### config.mk
export PLATFORM = sky130hd
export DESIGN_NAME = e203_exu_flush_arb
export DESIGN_NICKNAME = d
export VERILOG_FILES = /design/src/rtl/e203_flush_pkg.sv /design/src/rtl/e203_flush_sat_cnt.sv /design/src/rtl/e203_exu_flush_arb.sv
export SDC_FILE = /design/constraint.sdc
export NUM_CORES = 1
export LEC_CHECK = 0
export CORE_MARGIN = 5
export CORE_UTILIZATION = 40
export DETAILED_ROUTE_END_ITERATION = 10
export GPL_TIMING_DRIVEN = 0
export PLACE_DENSITY = 0.8
export SYNTH_ARGS = -nofsm -noshare
export SYNTH_HDL_FRONTEND = slang
export SYNTH_SLANG_ARGS = --single-unit
### constraint.sdc
create_clock -name clk -period 2.4 [get_ports clk]
set_input_delay 0.48 -clock clk [delete_from_list [all_inputs] [get_ports clk]]
set_output_delay 0.48 -clock clk [all_outputs]
set_load 0.01 [all_outputs]
### src/rtl/e203_flush_pkg.sv
// e203_flush_pkg: shared types and default widths for the EXU flush arbiter.
// Provides the flush source encoding, arbiter state encoding and widths.
package e203_flush_pkg;

    localparam int FLUSH_PC_W  = 32;
    localparam int FLUSH_CNT_W = 16;

    typedef enum logic {
        FLUSH_SRC_BRCH = 1'b0,
        FLUSH_SRC_EXCP = 1'b1
    } flush_src_e;

    typedef enum logic {
        ARB_IDLE,
        ARB_HOLD
    } flush_arb_st_e;

endpackage

### src/rtl/e203_flush_sat_cnt.sv
// e203_flush_sat_cnt: saturating event counter, one per flush source.
// Ports: clk, clr (sync clear), inc (count one event), cnt (current count).
module e203_flush_sat_cnt #(
    parameter int CNT_W = 16
) (
    input  logic             clk,
    input  logic             clr,
    input  logic             inc,
    output logic [CNT_W-1:0] cnt
);

    localparam logic [CNT_W-1:0] CNT_MAX = '1;

    logic [CNT_W-1:0] cnt_q;

    always_ff @(posedge clk) begin
        if (clr) begin
            cnt_q <= '0;
        end else if (inc && (cnt_q != CNT_MAX)) begin
            cnt_q <= cnt_q + CNT_W'(1);
        end
    end

    assign cnt = cnt_q;

endmodule

### src/rtl/e203_exu_flush_arb.sv
// e203_exu_flush_arb: arbitrates the IFU flush port between exception and
// branch requesters (exception wins), holds the winner's target operands
// until the IFU acks, and counts completed flushes per source.
// Ports: clk/rst (sync, active-high); excp_* and brch_* request/operand
// inputs with one-cycle acks; pipe_flush_* request/operands/src to the IFU
// with pipe_flush_ack back; flush_busy stalls commit; *_flush_cnt counters.
module e203_exu_flush_arb
    import e203_flush_pkg::*;
#(
    parameter int PC_W  = FLUSH_PC_W,
    parameter int CNT_W = FLUSH_CNT_W
) (
    input  logic             clk,
    input  logic             rst,
    input  logic             excp_flush_req,
    input  logic [PC_W-1:0]  excp_flush_add_op1,
    input  logic [PC_W-1:0]  excp_flush_add_op2,
    input  logic             brch_flush_req,
    input  logic [PC_W-1:0]  brch_flush_add_op1,
    input  logic [PC_W-1:0]  brch_flush_add_op2,
    output logic             excp_flush_ack,
    output logic             brch_flush_ack,
    output logic             pipe_flush_req,
    output logic [PC_W-1:0]  pipe_flush_add_op1,
    output logic [PC_W-1:0]  pipe_flush_add_op2,
    output logic             pipe_flush_src,
    input  logic             pipe_flush_ack,
    output logic             flush_busy,
    output logic [CNT_W-1:0] excp_flush_cnt,
    output logic [CNT_W-1:0] brch_flush_cnt
);

    flush_arb_st_e   state_q;
    flush_src_e      src_q;
    logic [PC_W-1:0] op1_q;
    logic [PC_W-1:0] op2_q;
    logic            hold;
    logic            ack_fire;

    assign hold     = (state_q == ARB_HOLD);
    assign ack_fire = hold & pipe_flush_ack;

    // Capture only in IDLE; while holding, requester inputs are
    // deliberately ignored so the IFU sees a stable request.
    always_ff @(posedge clk) begin
        if (rst) begin
            state_q <= ARB_IDLE;
            src_q   <= FLUSH_SRC_BRCH;
            op1_q   <= '0;
            op2_q   <= '0;
        end else begin
            unique case (state_q)
                ARB_IDLE: begin
                    if (excp_flush_req) begin
                        state_q <= ARB_HOLD;
                        src_q   <= FLUSH_SRC_EXCP;
                        op1_q   <= excp_flush_add_op1;
                        op2_q   <= excp_flush_add_op2;
                    end else if (brch_flush_req) begin
                        state_q <= ARB_HOLD;
                        src_q   <= FLUSH_SRC_BRCH;
                        op1_q   <= brch_flush_add_op1;
                        op2_q   <= brch_flush_add_op2;
                    end
                end
                ARB_HOLD: begin
                    if (pipe_flush_ack) begin
                        state_q <= ARB_IDLE;
                    end
                end
            endcase
        end
    end

    assign pipe_flush_req     = hold;
    assign flush_busy         = hold;
    assign pipe_flush_add_op1 = op1_q;
    assign pipe_flush_add_op2 = op2_q;
    assign pipe_flush_src     = src_q;

    assign excp_flush_ack = ack_fire & (src_q == FLUSH_SRC_EXCP);
    assign brch_flush_ack = ack_fire & (src_q == FLUSH_SRC_BRCH);

    e203_flush_sat_cnt #(
        .CNT_W (CNT_W)
    ) u_excp_cnt (
        .clk (clk),
        .clr (rst),
        .inc (excp_flush_ack),
        .cnt (excp_flush_cnt)
    );

    e203_flush_sat_cnt #(
        .CNT_W (CNT_W)
    ) u_brch_cnt (
        .clk (clk),
        .clr (rst),
        .inc (brch_flush_ack),
        .cnt (brch_flush_cnt)
    );

endmodule

==> qor.txt <==
# Post-CTS Setup Buffers - 0
Register area share after synthesis - 42.7%
# clock sinks - 98
Die area - 13700 sq um
Worst r2r src - u_excp_cnt.cnt[3]
HPWL Detailed - 12400 um
Routed WL - 15700 um
Max stage delay on crit path - 530 ps
Via/cell ratio - 5.45
Critical Path Fanout Max - 10
Syn_nets - 640
FMAX - 0.442 GHz
Fin. max-slew vios - 0
Ys async rst share - 0%
Cell area power density - 550 nW/um^2
RSZ-0062 raised after global routing - no
Status - finished, final reports clean
Synthesized instance count - 505
Fill count - 971
Post-synth top flop - dfxtp_1
Global-route wire length before repair - 24700 um
Tcrit/Tclk final - 94.3%
Number of placement rows - 39
CP Class - input port to flip-flop
Port bufs - 231
Die height - 117 um
Critical-path cell list - clkdlybuf4s50_1 -> nand3_1 -> buf_2 -> or4_4 -> and4bb_2 -> mux2_2
Yosys cell types - 45
Power after layout - 4.04 mW
Clock slew at the register clock pins of the worst setup and hold paths - 70 ps
R2R Path End - u_excp_cnt.cnt[15]
Avg Cell Area, Syn - 9.09 sq um
FF-to-FF path depth - 4
# setup viols final - 0
Hold Crit Class - flip-flop to flip-flop
CP required - 2630 ps
DR pass1 iterations - 5
Critical Path Sink Type - flip-flop
Worst-margin pin slew - 766 ps
Fin crit period - 2260 ps
Critical Path Sink - u_excp_cnt.cnt[10]
Vias after detailed routing - 4871
I/O pin count - 234
Clk_skew - 3.45 ps
Overflow after GRT - 0
Gpl congestion - 0.900
CP max stage cell - clkdlybuf4s50_1
Final Hold Viols - 0
Gr usage total - 22.9%
Vias in the first global route - 4972
Leakage - 2.77 nW
Largest net degree at the start of global routing - 15
Peak VDD IR - 0.332 mV
Antenna cells - 0
Deepest clock path buffer count - 2
DRC - 0
Synth Warn # - 0
FF+latch area - 1960 sq um
Initial core utilization - 40.5%
Layout area overhead - 60.3%
Register bit total from synthesis - 98
Slew margin rel. - 48.9%
Hold slack - 496 ps
CTS Buf Count - 9
Die X - 117 um
Most common cell after layout, fill and taps aside - clkdlybuf4s50_1
Multi-input logic area - 2430 sq um
Avg WL per Cell - 17.6 um
CTS tree - built
ANT nets after route - 0
Root buffer cell - clkbuf_16
CTS Hold Bufs - 0
Worst R2R Setup Slack - 270 ps
Critical path startpoint - pipe_flush_ack
Final nets - 882
Most frequent cells in the layout - clkdlybuf4s50_1, dfxtp_1, nor2_1, mux2i_1, a211oi_1
Initial antenna violation count - 0
Arrival time at the worst endpoint - 2490 ps
Initial DRC Count - 458
Max Cap Violations - 0
Core Box Area - 11300 sq um
Setup crit start kind - input port
DP Cell Count - 879
H-Tree Depth - 3
Post-synth EDFFs - 0
Non-filler cells, final - 894
Mapped Area - 4590 sq um
Later-pin clock latency in the skew report - 330 ps
Share of layout cells above drive strength 1 - 6.13%
[layout make-up]
| class | count | share of cell area, % |
|---|---|---|
| Buffer | 41 | 2.35 |
| Clock buffer | 13 | 3.54 |
| Clock inverter | 2 | 0.170 |
| Inverter | 7 | 0.357 |
| Multi-Input combinational cell | 359 | 33.1 |
| Sequential cell | 98 | 26.7 |
| Tap cell | 143 | 2.43 |
| Timing Repair Buffer | 231 | 31.4 |
[report_power, final]
part	switching (mW)	internal [mW]
combinational	0.389	0.511
clock	0.585	0.753
sequential	0.0649	1.74
[layer usage]
layer / wire length (um) / up-vias / global-route usage [%]
li1: - / 2349 / -
met1: 5760 / 2258 / 25.2
met2: 8100 / 222 / 40.4
met5: 0 / - / 0
met4: 496 / 0 / 9.63
met3: 1340 / 42 / 7.46
[critical path, delay by kind of cell]
family        cells  cell delay, ps
simple gates      3             960
buf+inv           2             730
mux               1             320
[flip-flops by register name, indices dropped and copies added (netlist names)]
signal,cells
u_excp_cnt.cnt,16
pipe_flush_src,1
flush_busy,1
pipe_flush_add_op1,32
pipe_flush_add_op2,32
u_brch_cnt.cnt,16
[per-stage QoR]
step                setup TNS (ps)  setup slack, ps  util [%]  instance area, sq um
detailed placement           -2600             -179      62.5                  7080
global route                     0             65.1      65.0                  7360
floorplan                        0              431         -                  4590
CTS                              0              173      65.0                  7350
global placement              -477             -177      62.5                  7080
finish                           0              138      65.0                  7360
[cell usage after synthesis (2+ instances only)]
library cell	number	share of area [%]
a21oi_1	17	1.9
nor4_1	9	1.2
nor3_1	7	0.76
ha_1	2	0.55
nor2b_1	11	1.5
a41oi_1	2	0.38
o311ai_0	2	0.38
mux2_2	11	2.7
o21ai_0	7	0.76
nor2_1	82	6.7
or4_1	5	0.82
inv_1	7	0.57
o21a_1	2	0.33
and2_1	2	0.27
nand3_1	11	1.2
nand2_1	13	1.1
or2_2	2	0.27
or3_2	3	0.49
o31ai_1	5	0.82
clkbuf_1	25	2.0
o311a_1	2	0.44
buf_1	6	0.49
buf_2	9	0.98
and4bb_2	2	0.55
nand4_1	12	1.6
and3_1	3	0.41
mux2i_1	65	14
a211oi_1	65	11
dfxtp_1	98	43
or3_1	3	0.41
[logic make-up (layout without fill, tap and decap cells)]
| family | count (synthesis) | in the layout | synth area share (%) |
|---|---|---|---|
| AO/OA/AOI/OAI | 110 | 110 | 17.1 |
| buffers and inverters | 48 | 294 | 4.25 |
| AND/OR/NAND/NOR | 171 | 171 | 18.5 |
| flip-flops | 98 | 98 | 42.7 |
| multiplexers | 76 | 76 | 16.9 |
| adder cells (fa/ha/maj) | 2 | 2 | 0.545 |
[timing repair]
item | CTS | global route
gates resized for setup | 4 | 2
setup endpoints to repair | 2 | 1
endpoints found under the hold margin | 0 | 0
[how the worst min path moves through the flow]
stage	from	endpoint	depth (start not counted)
after floorplan	pipe_flush_src	pipe_flush_src	2
after global routing	pipe_flush_add_op1[7]	pipe_flush_add_op1[7]	2
after global placement	pipe_flush_add_op1[31]	pipe_flush_add_op1[31]	2
final	pipe_flush_add_op1[21]	pipe_flush_add_op1[21]	2
after CTS	pipe_flush_add_op1[3]	pipe_flush_add_op1[3]	2
after detailed placement	pipe_flush_add_op2[12]	pipe_flush_add_op2[12]	2
(Power assumes the default switching activity.)
